==> config.mk <==
export PLATFORM = sky130hd
export DESIGN_NAME = dcache_port_arbiter_flat
export DESIGN_NICKNAME = d
export VERILOG_FILES = /design/src/rtl/dcache_port_arbiter_if.sv /design/src/rtl/dcache_port_arbiter.sv /design/src/flat_wrapper.sv
export SDC_FILE = /design/constraint.sdc
export NUM_CORES = 1
export LEC_CHECK = 0
export ABC_AREA = 1
export BUFFER_PORTS_ARGS = -buffer_cell sky130_fd_sc_hd__buf_4
export CAP_MARGIN = 20
export CELL_PAD_IN_SITES_DETAIL_PLACEMENT = 1
export CELL_PAD_IN_SITES_GLOBAL_PLACEMENT = 1
export CORE_UTILIZATION = 27
export DETAILED_ROUTE_END_ITERATION = 8
export HOLD_SLACK_MARGIN = 0.06
export PLACE_DENSITY_LB_ADDON = 0.1
export SKIP_CTS_REPAIR_TIMING = 1
export SYNTH_ARGS = -nofsm -noshare
export SYNTH_HDL_FRONTEND = slang
export SYNTH_SLANG_ARGS = --single-unit
==> constraint.sdc <==
create_clock -name clk -period 1.9 [get_ports clk]
set_input_delay 0.285 -clock clk [delete_from_list [all_inputs] [get_ports clk]]
set_output_delay 0.285 -clock clk [all_outputs]
set_load 0.01 [all_outputs]
==> src/rtl/dcache_port_arbiter_if.sv <==
// Bus bundle between the two data-cache clients (MMU walker, LSU), the flush
// requester and the single data-cache request port.
// The slave modport is the arbiter's view and the master modport is the
// surrounding logic's view.
interface dcache_port_arbiter_if #(
   parameter int ADDR_W = 32,
   parameter int DATA_W = 32
);
   localparam int SEL_W = DATA_W / 8;

   logic              mmu_req_i;
   logic [ADDR_W-1:0] mmu_addr_i;
   logic              mmu_ack_o;
   logic [DATA_W-1:0] mmu_rdata_o;

   logic              lsu_req_i;
   logic              lsu_w_en_i;
   logic [ADDR_W-1:0] lsu_addr_i;
   logic [DATA_W-1:0] lsu_wdata_i;
   logic [SEL_W-1:0]  lsu_sel_i;
   logic              lsu_ack_o;
   logic [DATA_W-1:0] lsu_rdata_o;

   logic              flush_req_i;
   logic              flush_ack_o;

   logic              dc_req_o;
   logic              dc_w_en_o;
   logic [ADDR_W-1:0] dc_addr_o;
   logic [DATA_W-1:0] dc_wdata_o;
   logic [SEL_W-1:0]  dc_sel_o;
   logic              dc_ack_i;
   logic [DATA_W-1:0] dc_rdata_i;
   logic              dc_flush_o;
   logic              dc_flush_ack_i;

   modport slave (
      input  mmu_req_i, mmu_addr_i,
      output mmu_ack_o, mmu_rdata_o,
      input  lsu_req_i, lsu_w_en_i, lsu_addr_i, lsu_wdata_i, lsu_sel_i,
      output lsu_ack_o, lsu_rdata_o,
      input  flush_req_i,
      output flush_ack_o,
      output dc_req_o, dc_w_en_o, dc_addr_o, dc_wdata_o, dc_sel_o,
      input  dc_ack_i, dc_rdata_i,
      output dc_flush_o,
      input  dc_flush_ack_i
   );

   modport master (
      output mmu_req_i, mmu_addr_i,
      input  mmu_ack_o, mmu_rdata_o,
      output lsu_req_i, lsu_w_en_i, lsu_addr_i, lsu_wdata_i, lsu_sel_i,
      input  lsu_ack_o, lsu_rdata_o,
      output flush_req_i,
      input  flush_ack_o,
      input  dc_req_o, dc_w_en_o, dc_addr_o, dc_wdata_o, dc_sel_o,
      output dc_ack_i, dc_rdata_i,
      input  dc_flush_o,
      output dc_flush_ack_i
   );
endinterface

==> src/rtl/dcache_port_arbiter.sv <==
// Data-cache port arbiter.
// It takes requests from the MMU page-table walker and the LSU and grants
// them round-robin. The granted request is registered onto the single
// data-cache port, and the response goes back to the client that owns it.
// A pending flush may let at most one client grant go ahead of it before it
// takes the port.
module dcache_port_arbiter #(
   parameter int ADDR_W = 32,
   parameter int DATA_W = 32
) (
   input logic                  clk,
   input logic                  rst_n,
   dcache_port_arbiter_if.slave bus
);
   localparam int SEL_W = DATA_W / 8;

   typedef enum logic [1:0] {
      IDLE     = 2'd0,
      SERV_MMU = 2'd1,
      SERV_LSU = 2'd2,
      FLUSH    = 2'd3
   } state_t;

   typedef enum logic {
      GRANT_MMU = 1'b0,
      GRANT_LSU = 1'b1
   } grant_t;

   state_t            state_q, state_d;
   grant_t            last_grant_q, last_grant_d;
   logic              flush_owed_q, flush_owed_d;
   logic              dc_req_q, dc_req_d;
   logic              dc_w_en_q, dc_w_en_d;
   logic [ADDR_W-1:0] dc_addr_q, dc_addr_d;
   logic [DATA_W-1:0] dc_wdata_q, dc_wdata_d;
   logic [SEL_W-1:0]  dc_sel_q, dc_sel_d;
   logic              dc_flush_q, dc_flush_d;
   logic              any_req;
   logic              pick_mmu;

   // Next-state, grant capture and flush-ordering decision
   always_comb begin
      state_d      = state_q;
      last_grant_d = last_grant_q;
      flush_owed_d = flush_owed_q;
      dc_req_d     = dc_req_q;
      dc_w_en_d    = dc_w_en_q;
      dc_addr_d    = dc_addr_q;
      dc_wdata_d   = dc_wdata_q;
      dc_sel_d     = dc_sel_q;
      any_req      = bus.mmu_req_i | bus.lsu_req_i;
      pick_mmu     = bus.mmu_req_i & (~bus.lsu_req_i | (last_grant_q == GRANT_LSU));

      case (state_q)
         IDLE: begin
            if (bus.flush_req_i && (!any_req || flush_owed_q)) begin
               state_d      = FLUSH;
               flush_owed_d = 1'b0;
            end else if (pick_mmu) begin
               state_d      = SERV_MMU;
               flush_owed_d = bus.flush_req_i;
               dc_req_d     = 1'b1;
               dc_w_en_d    = 1'b0;
               dc_addr_d    = bus.mmu_addr_i;
               dc_wdata_d   = '0;
               dc_sel_d     = '1;
            end else if (bus.lsu_req_i) begin
               state_d      = SERV_LSU;
               flush_owed_d = bus.flush_req_i;
               dc_req_d     = 1'b1;
               dc_w_en_d    = bus.lsu_w_en_i;
               dc_addr_d    = bus.lsu_addr_i;
               dc_wdata_d   = bus.lsu_wdata_i;
               dc_sel_d     = bus.lsu_sel_i;
            end
         end
         SERV_MMU: begin
            if (bus.dc_ack_i) begin
               state_d      = IDLE;
               last_grant_d = GRANT_MMU;
               dc_req_d     = 1'b0;
               dc_w_en_d    = 1'b0;
               dc_addr_d    = '0;
               dc_wdata_d   = '0;
               dc_sel_d     = '0;
            end
         end
         SERV_LSU: begin
            if (bus.dc_ack_i) begin
               state_d      = IDLE;
               last_grant_d = GRANT_LSU;
               dc_req_d     = 1'b0;
               dc_w_en_d    = 1'b0;
               dc_addr_d    = '0;
               dc_wdata_d   = '0;
               dc_sel_d     = '0;
            end
         end
         FLUSH: begin
            if (bus.dc_flush_ack_i) begin
               state_d = IDLE;
            end
         end
         default: begin
            state_d = IDLE;
         end
      endcase

      dc_flush_d = (state_d == FLUSH);
   end

   // State register and registered cache-port outputs, synchronous reset
   always_ff @(posedge clk) begin
      if (!rst_n) begin
         state_q      <= IDLE;
         last_grant_q <= GRANT_LSU;
         flush_owed_q <= 1'b0;
         dc_req_q     <= 1'b0;
         dc_w_en_q    <= 1'b0;
         dc_addr_q    <= '0;
         dc_wdata_q   <= '0;
         dc_sel_q     <= '0;
         dc_flush_q   <= 1'b0;
      end else begin
         state_q      <= state_d;
         last_grant_q <= last_grant_d;
         flush_owed_q <= flush_owed_d;
         dc_req_q     <= dc_req_d;
         dc_w_en_q    <= dc_w_en_d;
         dc_addr_q    <= dc_addr_d;
         dc_wdata_q   <= dc_wdata_d;
         dc_sel_q     <= dc_sel_d;
         dc_flush_q   <= dc_flush_d;
      end
   end

   // Response routing: acks are combinational and suppressed while in reset
   always_comb begin
      bus.mmu_ack_o   = rst_n & (state_q == SERV_MMU) & bus.dc_ack_i;
      bus.lsu_ack_o   = rst_n & (state_q == SERV_LSU) & bus.dc_ack_i;
      bus.flush_ack_o = rst_n & (state_q == FLUSH) & bus.dc_flush_ack_i;
      bus.mmu_rdata_o = '0;
      bus.lsu_rdata_o = '0;
      if (bus.mmu_ack_o) begin
         bus.mmu_rdata_o = bus.dc_rdata_i;
      end
      if (bus.lsu_ack_o) begin
         bus.lsu_rdata_o = bus.dc_rdata_i;
      end
   end

   assign bus.dc_req_o   = dc_req_q;
   assign bus.dc_w_en_o  = dc_w_en_q;
   assign bus.dc_addr_o  = dc_addr_q;
   assign bus.dc_wdata_o = dc_wdata_q;
   assign bus.dc_sel_o   = dc_sel_q;
   assign bus.dc_flush_o = dc_flush_q;

endmodule

==> src/flat_wrapper.sv <==
// flat-port wrapper written by rule: the top's interface ports become plain ports
module dcache_port_arbiter_flat 
#(
   parameter int ADDR_W = 32,
   parameter int DATA_W = 32
)
  (clk, rst_n, bus_mmu_req_i, bus_mmu_addr_i, bus_mmu_ack_o, bus_mmu_rdata_o, bus_lsu_req_i, bus_lsu_w_en_i, bus_lsu_addr_i, bus_lsu_wdata_i, bus_lsu_sel_i, bus_lsu_ack_o, bus_lsu_rdata_o, bus_flush_req_i, bus_flush_ack_o, bus_dc_req_o, bus_dc_w_en_o, bus_dc_addr_o, bus_dc_wdata_o, bus_dc_sel_o, bus_dc_ack_i, bus_dc_rdata_i, bus_dc_flush_o, bus_dc_flush_ack_i);
  dcache_port_arbiter_if #(.ADDR_W(ADDR_W), .DATA_W(DATA_W)) bus_i ();
  input logic clk;
  input logic rst_n;
  input wire logic [$bits(bus_i.mmu_req_i)-1:0] bus_mmu_req_i;
  input wire logic [$bits(bus_i.mmu_addr_i)-1:0] bus_mmu_addr_i;
  output wire logic [$bits(bus_i.mmu_ack_o)-1:0] bus_mmu_ack_o;
  output wire logic [$bits(bus_i.mmu_rdata_o)-1:0] bus_mmu_rdata_o;
  input wire logic [$bits(bus_i.lsu_req_i)-1:0] bus_lsu_req_i;
  input wire logic [$bits(bus_i.lsu_w_en_i)-1:0] bus_lsu_w_en_i;
  input wire logic [$bits(bus_i.lsu_addr_i)-1:0] bus_lsu_addr_i;
  input wire logic [$bits(bus_i.lsu_wdata_i)-1:0] bus_lsu_wdata_i;
  input wire logic [$bits(bus_i.lsu_sel_i)-1:0] bus_lsu_sel_i;
  output wire logic [$bits(bus_i.lsu_ack_o)-1:0] bus_lsu_ack_o;
  output wire logic [$bits(bus_i.lsu_rdata_o)-1:0] bus_lsu_rdata_o;
  input wire logic [$bits(bus_i.flush_req_i)-1:0] bus_flush_req_i;
  output wire logic [$bits(bus_i.flush_ack_o)-1:0] bus_flush_ack_o;
  output wire logic [$bits(bus_i.dc_req_o)-1:0] bus_dc_req_o;
  output wire logic [$bits(bus_i.dc_w_en_o)-1:0] bus_dc_w_en_o;
  output wire logic [$bits(bus_i.dc_addr_o)-1:0] bus_dc_addr_o;
  output wire logic [$bits(bus_i.dc_wdata_o)-1:0] bus_dc_wdata_o;
  output wire logic [$bits(bus_i.dc_sel_o)-1:0] bus_dc_sel_o;
  input wire logic [$bits(bus_i.dc_ack_i)-1:0] bus_dc_ack_i;
  input wire logic [$bits(bus_i.dc_rdata_i)-1:0] bus_dc_rdata_i;
  output wire logic [$bits(bus_i.dc_flush_o)-1:0] bus_dc_flush_o;
  input wire logic [$bits(bus_i.dc_flush_ack_i)-1:0] bus_dc_flush_ack_i;
  assign bus_i.mmu_req_i = bus_mmu_req_i;
  assign bus_i.mmu_addr_i = bus_mmu_addr_i;
  assign bus_mmu_ack_o = bus_i.mmu_ack_o;
  assign bus_mmu_rdata_o = bus_i.mmu_rdata_o;
  assign bus_i.lsu_req_i = bus_lsu_req_i;
  assign bus_i.lsu_w_en_i = bus_lsu_w_en_i;
  assign bus_i.lsu_addr_i = bus_lsu_addr_i;
  assign bus_i.lsu_wdata_i = bus_lsu_wdata_i;
  assign bus_i.lsu_sel_i = bus_lsu_sel_i;
  assign bus_lsu_ack_o = bus_i.lsu_ack_o;
  assign bus_lsu_rdata_o = bus_i.lsu_rdata_o;
  assign bus_i.flush_req_i = bus_flush_req_i;
  assign bus_flush_ack_o = bus_i.flush_ack_o;
  assign bus_dc_req_o = bus_i.dc_req_o;
  assign bus_dc_w_en_o = bus_i.dc_w_en_o;
  assign bus_dc_addr_o = bus_i.dc_addr_o;
  assign bus_dc_wdata_o = bus_i.dc_wdata_o;
  assign bus_dc_sel_o = bus_i.dc_sel_o;
  assign bus_i.dc_ack_i = bus_dc_ack_i;
  assign bus_i.dc_rdata_i = bus_dc_rdata_i;
  assign bus_dc_flush_o = bus_i.dc_flush_o;
  assign bus_i.dc_flush_ack_i = bus_dc_flush_ack_i;
  dcache_port_arbiter #(.ADDR_W(ADDR_W), .DATA_W(DATA_W)) u_core (.clk(clk), .rst_n(rst_n), .bus(bus_i));
endmodule
Yosys cells after proc, flatten, opt, wreduce, memory -nomap -nowiden --
Index checks and enable logic that the tools add are counted.
Word-level totals: register bits 75, input bits 140, word-level logic and storage cells 75
Cells by class: equality and inequality tests 9, multiplexer cells 36, bitwise logic cells 10, reductions and logical operators 11
Operators by type and width (count):
- 2-to-1 mux 32 bit | 9
- one-hot mux 32 bit (2 select lines) | 2
- 2-to-1 mux 4 bit | 4
- 2-to-1 mux 1 bit | 11
- 2-to-1 mux 2 bit | 5
- one-hot mux 4 bit (2 select lines) | 1
- AND 1 bit | 7
- equality test 2 bit, second input constant | 3
- != test 2 bit, second input constant | 3
- one-hot mux 1 bit (2 select lines) | 3
- one-hot mux 2 bit (3 select lines) | 1
- AND reduction 4 bit | 1
- nonzero test 2 bit | 2
- != test 3 x 2 -> 1 bit, second input constant | 1
- AND reduction 3 bit | 1
- nonzero test 3 bit | 1
- equality test 2 x 1 -> 1 bit, second input constant | 1
- logical NOT 2 bit | 1
- != test 2 x 1 -> 1 bit, second input constant | 1
- bitwise OR 1 bit | 2
- AND reduction 2 bit | 1
- OR reduction 2 bit | 1
- logical AND 1 bit | 1
- logical NOT 1 bit | 1
- other kinds (2) | 2

Longest topological paths before layout --
Gate-level depths: netlist of run 1.
depth in word-level cells 7, depth in mapped cells 12, depth with buffers taken out 9

Least setup slack after synthesis of run 1 --
Ideal clock, no wire load.
path kind reg-to-reg, start register u_core.state_q[1], end register u_core.dc_wdata_q[12], in the netlist u_core.bus.dc_wdata_o[12], library setup time 114 ps, arrival time 1582 ps, path slack 204 ps, cell stages (with the launch flop) 12, period minus slack after synthesis 1696 ps, path through dfxtp_1 > inv_1 > ha_1 > buf_2 > nand2_1 > o21ai_2 > inv_1 > nand2_1 > buf_4 > buf_4 > a21oi_1 > nor2_1
On the way: longest elaborated chain between the ends 4, elaborated cells between the ends (all ways) 10, classes of those cells 5 x eq/ne; 1 x mux; 4 x reduce/logical
Ends and longest elaborated chain:
- start, declared | line dcache_port_arbiter.sv:29 | state_t state_q, state_d;
- start signal, assigned | line dcache_port_arbiter.sv:125 | state_q <= state_d;
- equality test 2 bit or equality test 2 x 1 -> 1 bit (tied branches) | line dcache_port_arbiter.sv:54 | case (state_q)
- OR reduction 2 bit (no line)
- != test 2 x 1 -> 1 bit (no line) or nonzero test 2 bit (tied branches)
- AND reduction 4 bit (no line)
- end signal, assigned | line dcache_port_arbiter.sv:131 | dc_wdata_q <= dc_wdata_d;
- end, declared | line dcache_port_arbiter.sv:35 | logic [DATA_W-1:0] dc_wdata_q, dc_wdata_d;
Parallel ways exist; a longest one is shown, timed or not. A chain may end at the register's enable or synchronous reset.

Worst setup path in the final report of run 1 --
start register u_core.state_q[0], end output bus_mmu_rdata_o[5]
On the way: longest elaborated chain between the ends 4
Ends and longest elaborated chain:
- equality test 2 x 1 -> 1 bit | line dcache_port_arbiter.sv:139 | bus.mmu_ack_o = rst_n & (state_q == SERV_MMU) & bus.dc_ack_i;
- AND 1 bit (2 in series) | line dcache_port_arbiter.sv:139
- 2-to-1 mux 32 bit | line dcache_port_arbiter.sv:144 | if (bus.mmu_ack_o) begin
- end, declared | line flat_wrapper.sv:14 | output wire logic [$bits(bus_i.mmu_rdata_o)-1:0] bus_mmu_rdata_o;
No other way between the ends.

==> results of run 1 <==
==> how the worst max path moves through the flow <==
stage               slack [ps]                         to
floorplan                  200  u_core.bus.dc_wdata_o[12]
global placement           180   u_core.bus.dc_wdata_o[1]
detailed placement         100  u_core.bus.dc_wdata_o[11]
CTS                        -90        bus_mmu_rdata_o[13]
global route               -50        bus_mmu_rdata_o[11]
finish                      10         bus_mmu_rdata_o[5]
==> placed cells by master, fill, tap and decap left out <==
| cell type | synthesis | routed |
|---|---|---|
| a21oi_1 | 37 | 37 |
| a21oi_4 | 0 | 1 |
| buf_12 | 0 | 7 |
| buf_4 | 11 | 295 |
| buf_6 | 7 | 7 |
| bufinv_16 | 0 | 3 |
| clkbuf_16 | 0 | 10 |
| clkbuf_8 | 0 | 1 |
| clkinv_2 | 0 | 1 |
| clkinv_4 | 0 | 2 |
| dfxtp_1 | 75 | 74 |
| dfxtp_2 | 0 | 1 |
| ha_1 | 5 | 3 |
| ha_4 | 0 | 2 |
| inv_1 | 94 | 91 |
| inv_2 | 4 | 6 |
| inv_4 | 0 | 1 |
| nand2_1 | 191 | 189 |
| nand2_2 | 4 | 6 |
| nand3_1 | 39 | 38 |
| nand3_4 | 0 | 1 |
| nand3b_1 | 6 | 6 |
| nor2_1 | 205 | 173 |
| nor2_2 | 0 | 30 |
| nor2_4 | 0 | 2 |
| nor3_1 | 1 | 1 |
| o211ai_1 | 1 | 1 |
| o21ai_0 | 12 | 12 |
| o21ai_2 | 2 | 2 |
==> registers in the layout, summed over array words and instances, names as in the netlist <==
name and cells:
u_core.bus.dc_w_en_o 1, u_core.last_grant_q 1, u_core.bus.dc_wdata_o 32, u_core.bus.dc_addr_o 32
u_core.bus.dc_sel_o 4, u_core.bus.dc_req_o 1, u_core.flush_owed_q 1, u_core.bus.dc_flush_o 1
u_core.state_q 2
==> critical path, cell delays in order, from the launching register on <==
cell and delay [ps]:
dfxtp_2 340, buf_6 110, ha_4 130, nand2_2 80, nor2_4 140, inv_4 70
clkbuf_16 170, nor2_2 90, buf_4 130
==> report_power, final <==
group	internal [mW]	leakage, nW	switching, mW
registers	2.35	0.621	0.386
logic	2.64	3.18	3.34
clock network	1.32	0.173	0.715
total	6.31	3.98	4.44
==> layer usage <==
metal | vias to the layer above | wire length [um]
met5 | - | 0
met4 | 0 | 229
met3 | 17 | 1380
met2 | 167 | 7795
met1 | 2363 | 6979
li1 | 2686 | -
==> area by class of cell <==
type / instances / area (um^2) / share of cell area (%)
Clock inverter: 6 / 112.6 / 1.567
Clock buffer: 10 / 239.0 / 3.326
Inverter: 98 / 370.4 / 5.154
Tap cell: 211 / 264.0 / 3.674
Timing Repair Buffer: 310 / 2459 / 34.22
Multi-Input combinational cell: 504 / 2238 / 31.15
Sequential cell: 75 / 1503 / 20.91
==> kinds of logic after synthesis <==
group / Yosys count
and+or+nand+nor: 446
buffers and inverters: 145
DFF: 75
AOI/OAI and AO/OA: 53
adders and majority gates: 5
==> impl_metrics.yaml, run 1 <==
finish:
  diodes: 0
  area_growth_pct: 69.26
  nFillCells: 2005
  drive_gt1_share_pct: 37.69
  final_cell_area_um2: 7186
  fin_cells: 1214
  nets: 1143
  utilization_pct: 47.09
placed_design:
  dp.cells: 1188
  port_buffers: 277
  place_congestion: 0.7804
  dp_slack_ps: 103.5
  placed_area_um2: 6569
  hpwl_um: 11940
floorplanning:
  rows: 45
  start_util_pct: 27.82
  die_w_um: 127.4
  die_area_um2: 16230
  die_y_um: 127.4
  ios: 278
  core_um2: 15260
power_and_ir_drop:
  peakVddDrop_uv: 842.5
  finalPower_mw: 10.74
  power-per-cell-area_nw_per_um2: 1495
  power_leakage_nw: 3.976
grt:
  grt_pass1_wl_um: 24660
  grt_max_degree: 44
  grt_overflow: 0
  grt_use_total_pct: 19.40
  grt_use_met1_pct: 22.93
  use_met3_pct: 7.370
  grt.busiest_layer: "met2"
  grt_pass1_vias: 4943
  grtUsageMet2_pct: 32.72
  antenna_found_initial: 0
sta:
  post-route-period-util_pct: 99.22
  fin_ws_ps: 14.80
  tns_ps: 0
  max_clock_freq_ghz: 0.5304
  setup_viol: 0
  hold_viol: 0
  drv_slew: 0
  skew_ps: 4.477
  fin_crit_ps: 1885
  rsz0062_at_grt: "true"
  holdWs_ps: 175.7
  worstMarginPinSlew_ps: 444.9
  slew_headroom_pct: 70.34
worst_setup_path:
  reg2reg_slack_ps: 150
  worstSetupPathType: "register to output pin"
  start_kind: "register"
  cp.arrival_ps: 1600
  critPathRequiredTime_ps: 1620
  timing.reg2reg.worst_path_depth: 10
  reg2reg_from: "u_core.state_q[1]"
  crit_start: "u_core.state_q[0]"
  r2r-end: "u_core.bus.dc_addr_o[8]"
  crit_path_end_kind: "output pin"
  cp_max_fo: 8
yosys:
  synth_top_area_cell: "dfxtp_1"
  synth_nets: 869
  synth_top_area_share_pct: 35.37
  yosys-mux-area-fraction_pct: 0
  synth_compound_area_share_pct: 6.572
  synthSimpleGateAreaFrac_pct: 41.38
  netlist_area_um2: 4245
  ys_ff_latch: 75
  synth_most_common_cell: "nor2_1"
  ys_top_cells_by_count: "205 x nor2_1, 191 x nand2_1, 94 x inv_1"
  synth_top_cells_by_area: "dfxtp_1 35%, nor2_1 18%, nand2_1 17%"
  syn_inst: 724
  yosysWarnings: 0
  synthXorXnorAreaFrac_pct: 0
  yosys.area_share.adder_pct: 1.474
  synthFlopType: "dfxtp_1"
  ys_seq_area_share_pct: 35.37
  syn_area_per_cell_um2: 5.864
  synthArstFlopShare_pct: 0
  ys_types: 19
  synth_edf_count: 0
  synth_top_family_by_area: "simple AND/OR/NAND/NOR gates"
route:
  wl_um: 16390
  wl_per_cell_um: 13.50
  vias_per_cell: 4.311
  ant_nets: 0
  firstDrtPassIters: 6
  detail_route.iter0.violations: 195
  via_count: 5233
  drc: 0
clocking:
  cts-root-buf: "clkbuf_16"
  numCtsBuffers: 9
  clk_latency_ps: 340
  cts_tree: "done"
  htreeDepth: 3
  cts_buffer_depth: 2
  clkTransAtPathRegs_ps: 60
  cts.sinks: 75
run:
  drv_cap: 0
min_path:
  min-delay-start: "bus_lsu_wdata_i[8]"
  hold-path-cell-count: 3
  min_path_type: "input port to register"
  hold_end: "u_core.bus.dc_wdata_o[8]"
status:
  status: "finished, final reports clean"
(Power assumes the default switching activity.)
==> inputs of run 2 (changes only) <==
--- a/config.mk
+++ b/config.mk
@@ -10,9 +10,10 @@
 export CAP_MARGIN = 20
 export CELL_PAD_IN_SITES_DETAIL_PLACEMENT = 1
 export CELL_PAD_IN_SITES_GLOBAL_PLACEMENT = 1
-export CORE_UTILIZATION = 27
+export CORE_MARGIN = 5
+export CORE_UTILIZATION = 24
 export DETAILED_ROUTE_END_ITERATION = 8
-export HOLD_SLACK_MARGIN = 0.06
+export HOLD_SLACK_MARGIN = 0.15
 export PLACE_DENSITY_LB_ADDON = 0.1
 export SKIP_CTS_REPAIR_TIMING = 1
 export SYNTH_ARGS = -nofsm -noshare
==> constraint.sdc (replaced) <==
create_clock -name clk -period 1.55 [get_ports clk]
set_input_delay 0.2325 -clock clk [delete_from_list [all_inputs] [get_ports clk]]
set_output_delay 0.2325 -clock clk [all_outputs]
set_load 0.01 [all_outputs]
==> run 2 against run 1 <==
Against the previous run:
- global-route usage is 3.2 points lower
- the flow now finishes with violations (setup timing)
- final area is 12% higher
- critical path depth stayed put
- worst setup slack worse by 260 ps
- non-clock buffer count is 27 higher
- critical endpoint is now bus_mmu_rdata_o[25]
- routed wire length is 21% higher
- utilization is 0.64 points lower
- clock power is 2% higher
- worst hold slack better by 29 ps
- first-iteration DRC count is 22% lower
==> impl_metrics.yaml, run 2 (same netlist as run 1, synthesis figures left out) <==
power_and_ir_drop:
  peakVddDrop_uv: 1020
  finalPower_mw: 15.47
  internal_power_mw: 9.000
  pwr-share-seq_pct: 21.9
  power_leakage_nw: 4.251
  p_comb_share_pct: 64.7
  pwr-share-clk_pct: 13.4
  power-per-cell-area_nw_per_um2: 1919
  p_switching_mw: 6.471
  swShare_pct: 41.83
sta:
  max_clock_freq_ghz: 0.5586
  holdWs_ps: 204.8
  drv_slew: 0
  worstMarginPinSlew_ps: 365.7
  fin_ws_ps: -240.2
  hold_viol: 0
  post-route-period-util_pct: 115.5
  setup_viol: 137
  skew_ps: 8.249
  rsz0062_at_grt: "true"
  slew_headroom_pct: 75.62
  fin_crit_ps: 1790
finish:
  nFillCells: 2222
  area_growth_pct: 89.92
  drive_gt1_share_pct: 43.36
  final_common_cell: "buf_4"
  diodes: 0
  utilization_pct: 46.45
  final_cell_mix: "271 x buf_4, 163 x nor2_1, 162 x nand2_1"
  final_cell_area_um2: 8063
  nets: 1172
route:
  drc: 0
  ant_nets: 0
  wl_per_cell_um: 15.84
  wl_um: 19890
  firstDrtPassIters: 4
  via_count: 5417
  vias_per_cell: 4.313
  detail_route.iter0.violations: 153
status:
  status: "finished with violations"
  violations: "setup timing"
grt:
  grt_pass1_wl_um: 26440
  grt_pass1_vias: 5116
  antenna_found_initial: 0
  grt_max_degree: 73
  grt_overflow: 0
  grt_use_total_pct: 16.23
clocking:
  htreeDepth: 3
  clk_latency_ps: 340
  cts_buffer_depth: 2
  numCtsBuffers: 9
  cts.sinks: 75
  cts_tree: "done"
  cts-root-buf: "clkbuf_16"
  clkTransAtPathRegs_ps: 60
worst_setup_path:
  cp_slowest_cell: "dfxtp_2"
  cp_common_cell: "nor2_4"
  cp_max_fo: 8
  start_kind: "register"
  crit_path_end_kind: "output pin"
  critPathRequiredTime_ps: 1320
  crit_family: "buffers and inverters"
  cp_cell_sequence: "inv_2, ha_4, nand2_4, nor2_4, inv_4, clkbuf_16, nor2_4, buf_6"
  cp.arrival_ps: 1560
  slowest_delay_ps: 320
  crit_buf_inv: 4
  worstSetupPathType: "register to output pin"
run:
  drv_cap: 0
floorplanning:
  die_y_um: 143
  core_um2: 17360
  ios: 278
  rows: 48
  die_w_um: 143
  die_area_um2: 20450
  start_util_pct: 24.46
min_path:
  min_path_type: "input port to register"
placed_design:
  place_congestion: 0.7965
  placed_area_um2: 6636
  hpwl_um: 13340
  dp_slack_ps: -103.3
  port_buffers: 277
## run 2: cell types whose count changed in the layout (fill, tap and decap cells not counted), moves of 5 or more
| cell | previous run | this run |
|---|---|---|
| nand2_1 | 189 | 162 |
| buf_4 | 295 | 271 |
| nor2_4 | 2 | 27 |
| clkbuf_16 | 10 | 23 |
| o21ai_2 | 2 | 7 |
| o21ai_0 | 12 | 2 |
| nor2_2 | 30 | 15 |
| dlygate4sd3_1 | 0 | 6 |
| buf_6 | 7 | 34 |
| nor2_1 | 173 | 163 |
| nand2_2 | 6 | 29 |
## run 2: power by group through the flow
stage	logic [mW]	clock network, mW	registers (mW)
floorplan	4.01	0	3.79
global placement	7.42	0	3.36
detailed placement	7.44	0	3.41
CTS	7.48	2.15	3.38
global route	11.0	2.24	3.52
finish	10.0	2.08	3.39
## run 2: per-stage QoR
step | instances | TNS (ps)
5_1_grt | 1256 | -31780
3_3_place_gp | 1203 | -673.9
3_5_place_dp | 1203 | -3145
2_1_floorplan | 724 | 0
4_1_cts | 1218 | -21360
6_report | 1256 | -20490
## run 2: path summary, 6_finish.rpt
check                            from                        end  slack [ps]  depth (start not counted)
setup reg to reg    u_core.state_q[1]   u_core.bus.dc_wdata_o[6]        -160                         11
setup / recovery    u_core.state_q[1]        bus_mmu_rdata_o[25]        -240                          8
hold / removal    bus_lsu_wdata_i[16]  u_core.bus.dc_wdata_o[16]         200                          5
hold reg to reg   u_core.last_grant_q        u_core.last_grant_q         480                          2
## run 2: area by class of cell
type / instances / area (um^2) / area share, %
sequential: 75 / 1506 / 18.68
timing repair buffer: 337 / 3048 / 37.80
clock inverter: 5 / 55.05 / 0.6828
inverter: 98 / 387.9 / 4.811
tap: 225 / 281.5 / 3.492
timing repair inverter: 1 / 8.758 / 0.1086
clock buffer: 10 / 229.0 / 2.840
multi-input combinational: 505 / 2546 / 31.58
## run 2: tightest hold or removal path: cells and delay by family
kind | cells | cell delay (ps)
buffers and inverters | 1 | 80
and+or+nand+nor | 4 | 200
## run 2: layer usage
layer	up-vias	track usage (%)	wire length, um
met5	-	0	0
met4	0	5.053	291
met3	18	5.191	1340
met2	144	27.45	10020
met1	2497	19.63	8245
li1	2758	-	-
==> inputs of run 3 (changes only) <==
--- a/config.mk
+++ b/config.mk
@@ -15,7 +15,6 @@
 export DETAILED_ROUTE_END_ITERATION = 8
 export HOLD_SLACK_MARGIN = 0.15
 export PLACE_DENSITY_LB_ADDON = 0.1
-export SKIP_CTS_REPAIR_TIMING = 1
 export SYNTH_ARGS = -nofsm -noshare
 export SYNTH_HDL_FRONTEND = slang
 export SYNTH_SLANG_ARGS = --single-unit
==> run 3 against run 2 <==
Against the previous run:
- the run still ends with setup timing left
- utilization grew 1.9 points
- via count grew 1.6%
- worst setup slack gained 10 ps
- cell count grew 0.32%
- total power grew 11%
- first-iteration DRC count shrank 12%
- fmax grew 0.56%
- non-clock buffer count grew 2
- sequential share of layout area shrank 0.75 points
- routed wire length grew 2.0%
- critical path type is now register to register
- critical endpoint is now u_core.bus.dc_wdata_o[10]
==> impl_metrics.yaml, run 3 (same netlist as run 1, synthesis figures left out) <==
finish:
  multi_input_area_um2: 2768
  register_area_um2: 1506
  area_growth_pct: 97.88
  final_common_cell: "buf_4"
  final_cell_mix: "283 x buf_4, 164 x nand2_1, 126 x nor2_1"
  nets: 1176
  diodes: 0
  utilization_pct: 48.40
  nFillCells: 2189
  drive_gt1_share_pct: 47.54
worst_setup_path:
  reg2reg_from: "u_core.state_q[1]"
  reg2reg_slack_ps: -230
  cp.arrival_ps: 2010
  critPathRequiredTime_ps: 1780
  cp_max_fo: 5
  crit_path_end_kind: "register"
  worstSetupPathType: "register to register"
  timing.reg2reg.worst_path_depth: 11
  r2r-end: "u_core.bus.dc_wdata_o[10]"
  start_kind: "register"
sta:
  post-route-period-util_pct: 114.9
  worstMarginPinSlew_ps: 354.0
  fin_ws_ps: -230.2
  holdWs_ps: 205.1
  fin_crit_ps: 1780
  setup_viol: 140
  drv_slew: 0
  hold_viol: 0
  slew_headroom_pct: 76.40
  max_clock_freq_ghz: 0.5617
  skew_ps: 6.790
  rsz0062_at_grt: "true"
power_and_ir_drop:
  pwr-share-clk_pct: 12.1
  internal_power_mw: 9.905
  p_switching_mw: 7.242
  power_leakage_nw: 4.378
  pwr-share-seq_pct: 20.0
  swShare_pct: 42.23
  p_comb_share_pct: 67.9
  power-per-cell-area_nw_per_um2: 2041
  peakVddDrop_uv: 1078
clocking:
  clkTransAtPathRegs_ps: 60
  cts-root-buf: "clkbuf_16"
  cts_buffer_depth: 2
  numCtsBuffers: 9
  clk_latency_ps: 340
  cts_tree: "done"
  htreeDepth: 3
  cts.sinks: 75
route:
  firstDrtPassIters: 4
  wl_per_cell_um: 16.10
  ant_nets: 0
  vias_per_cell: 4.369
  detail_route.iter0.violations: 135
  drc: 0
  via_count: 5505
  wl_um: 20280
placed_design:
  port_buffers: 277
  hpwl_um: 13340
  place_congestion: 0.7965
floorplanning:
  ios: 278
  core_um2: 17360
  die_y_um: 143
  die_area_um2: 20450
  die_w_um: 143
  rows: 48
  start_util_pct: 24.46
grt:
  grt_pass1_wl_um: 29240
  antenna_found_initial: 0
  grt_overflow: 0
  grt_use_total_pct: 18.14
  grt_pass1_vias: 5486
  grt_max_degree: 73
min_path:
  min-delay-start: "bus_lsu_wdata_i[16]"
  hold-path-cell-count: 5
  hold_end: "u_core.bus.dc_wdata_o[16]"
  min_path_type: "input port to register"
status:
  violations: "setup timing"
  status: "finished with violations"
run:
  drv_cap: 0
## run 3: cell types whose count changed in the layout (fill, tap and decap cells not counted), moves of 7 or more
cell,before,now
clkbuf_16,23,15
nand2_2,29,18
nor2_2,15,45
buf_4,271,283
nor2_4,27,34
buf_16,0,10
buf_6,34,17
nand2_4,4,11
nor2_1,163,126
## run 3: power groups by stage
stage | logic, mW | clock network, mW | registers [mW]
after floorplan | 4.01 | 0 | 3.79
after global placement | 7.42 | 0 | 3.36
after detailed placement | 7.44 | 0 | 3.41
after CTS | 10.4 | 2.15 | 3.41
after global routing | 12.7 | 2.23 | 3.57
final | 11.6 | 2.07 | 3.43
## run 3: worst max-delay path, cell delays in order, from the launching register on
cell and delay [ps]:
dfxtp_2 330, inv_2 50, buf_4 140, ha_4 300, buf_6 100, buf_4 110
inv_4 50, nand2_8 160, buf_8 160, nor2_2 40, o21ai_1 140, nor2_1 70
## run 3: worst max-delay path by stage
stage	start	end	slack, ps	depth (start not counted)
global placement	u_core.state_q[0]	u_core.bus.dc_wdata_o[4]	-20	9
floorplan	u_core.state_q[1]	bus_mmu_rdata_o[10]	20	7
CTS	u_core.state_q[1]	bus_mmu_rdata_o[10]	-210	8
finish	u_core.state_q[1]	u_core.bus.dc_wdata_o[10]	-230	11
global route	u_core.state_q[1]	u_core.bus.dc_wdata_o[10]	-270	11
detailed placement	u_core.state_q[0]	u_core.bus.dc_wdata_o[0]	-100	9
## run 3: routing by layer
metal / vias to the layer above / track usage, % / wire (um)
li1: 2775 / - / -
met1: 2563 / 21.78 / 8087
met2: 149 / 31.73 / 10490
met3: 18 / 5.090 / 1384
met4: 0 / 5.003 / 316
met5: - / 0 / 0
## run 3: area by class of cell
cell class | count | share of cell area (%)
timing repair buffer | 339 | 37.16
multi-input combinational | 505 | 32.95
sequential | 75 | 17.93
inverter | 98 | 4.647
tap | 225 | 3.351
clock buffer | 10 | 2.726
clock inverter | 5 | 0.6553
timing repair inverter | 3 | 0.5809
## run 3: metrics by stage
stage                     instance area, um^2  cells  setup WS [ps]  setup TNS, ps  power [mW]
after detailed placement                 6636   1203         -103.3          -3145       10.85
after global placement                   6636   1203         -24.79         -673.9       10.77
after CTS                                7850   1248         -213.7         -19010       15.94
after global routing                     8401   1260         -273.0         -29140       18.47
final                                    8401   1260         -230.2         -18820       17.15
after floorplan                          4292    724          17.93              0       7.800
## run 3: repair_timing
action / CTS / global route
cloned: 13 / 10
hold endpoints to repair: 6 / 0
setup endpoints to repair: 135 / 140
hold buffers: 6 / 0
pin swaps: 8 / 49
gates resized for setup: 130 / 112
setup buffers: 11 / 4
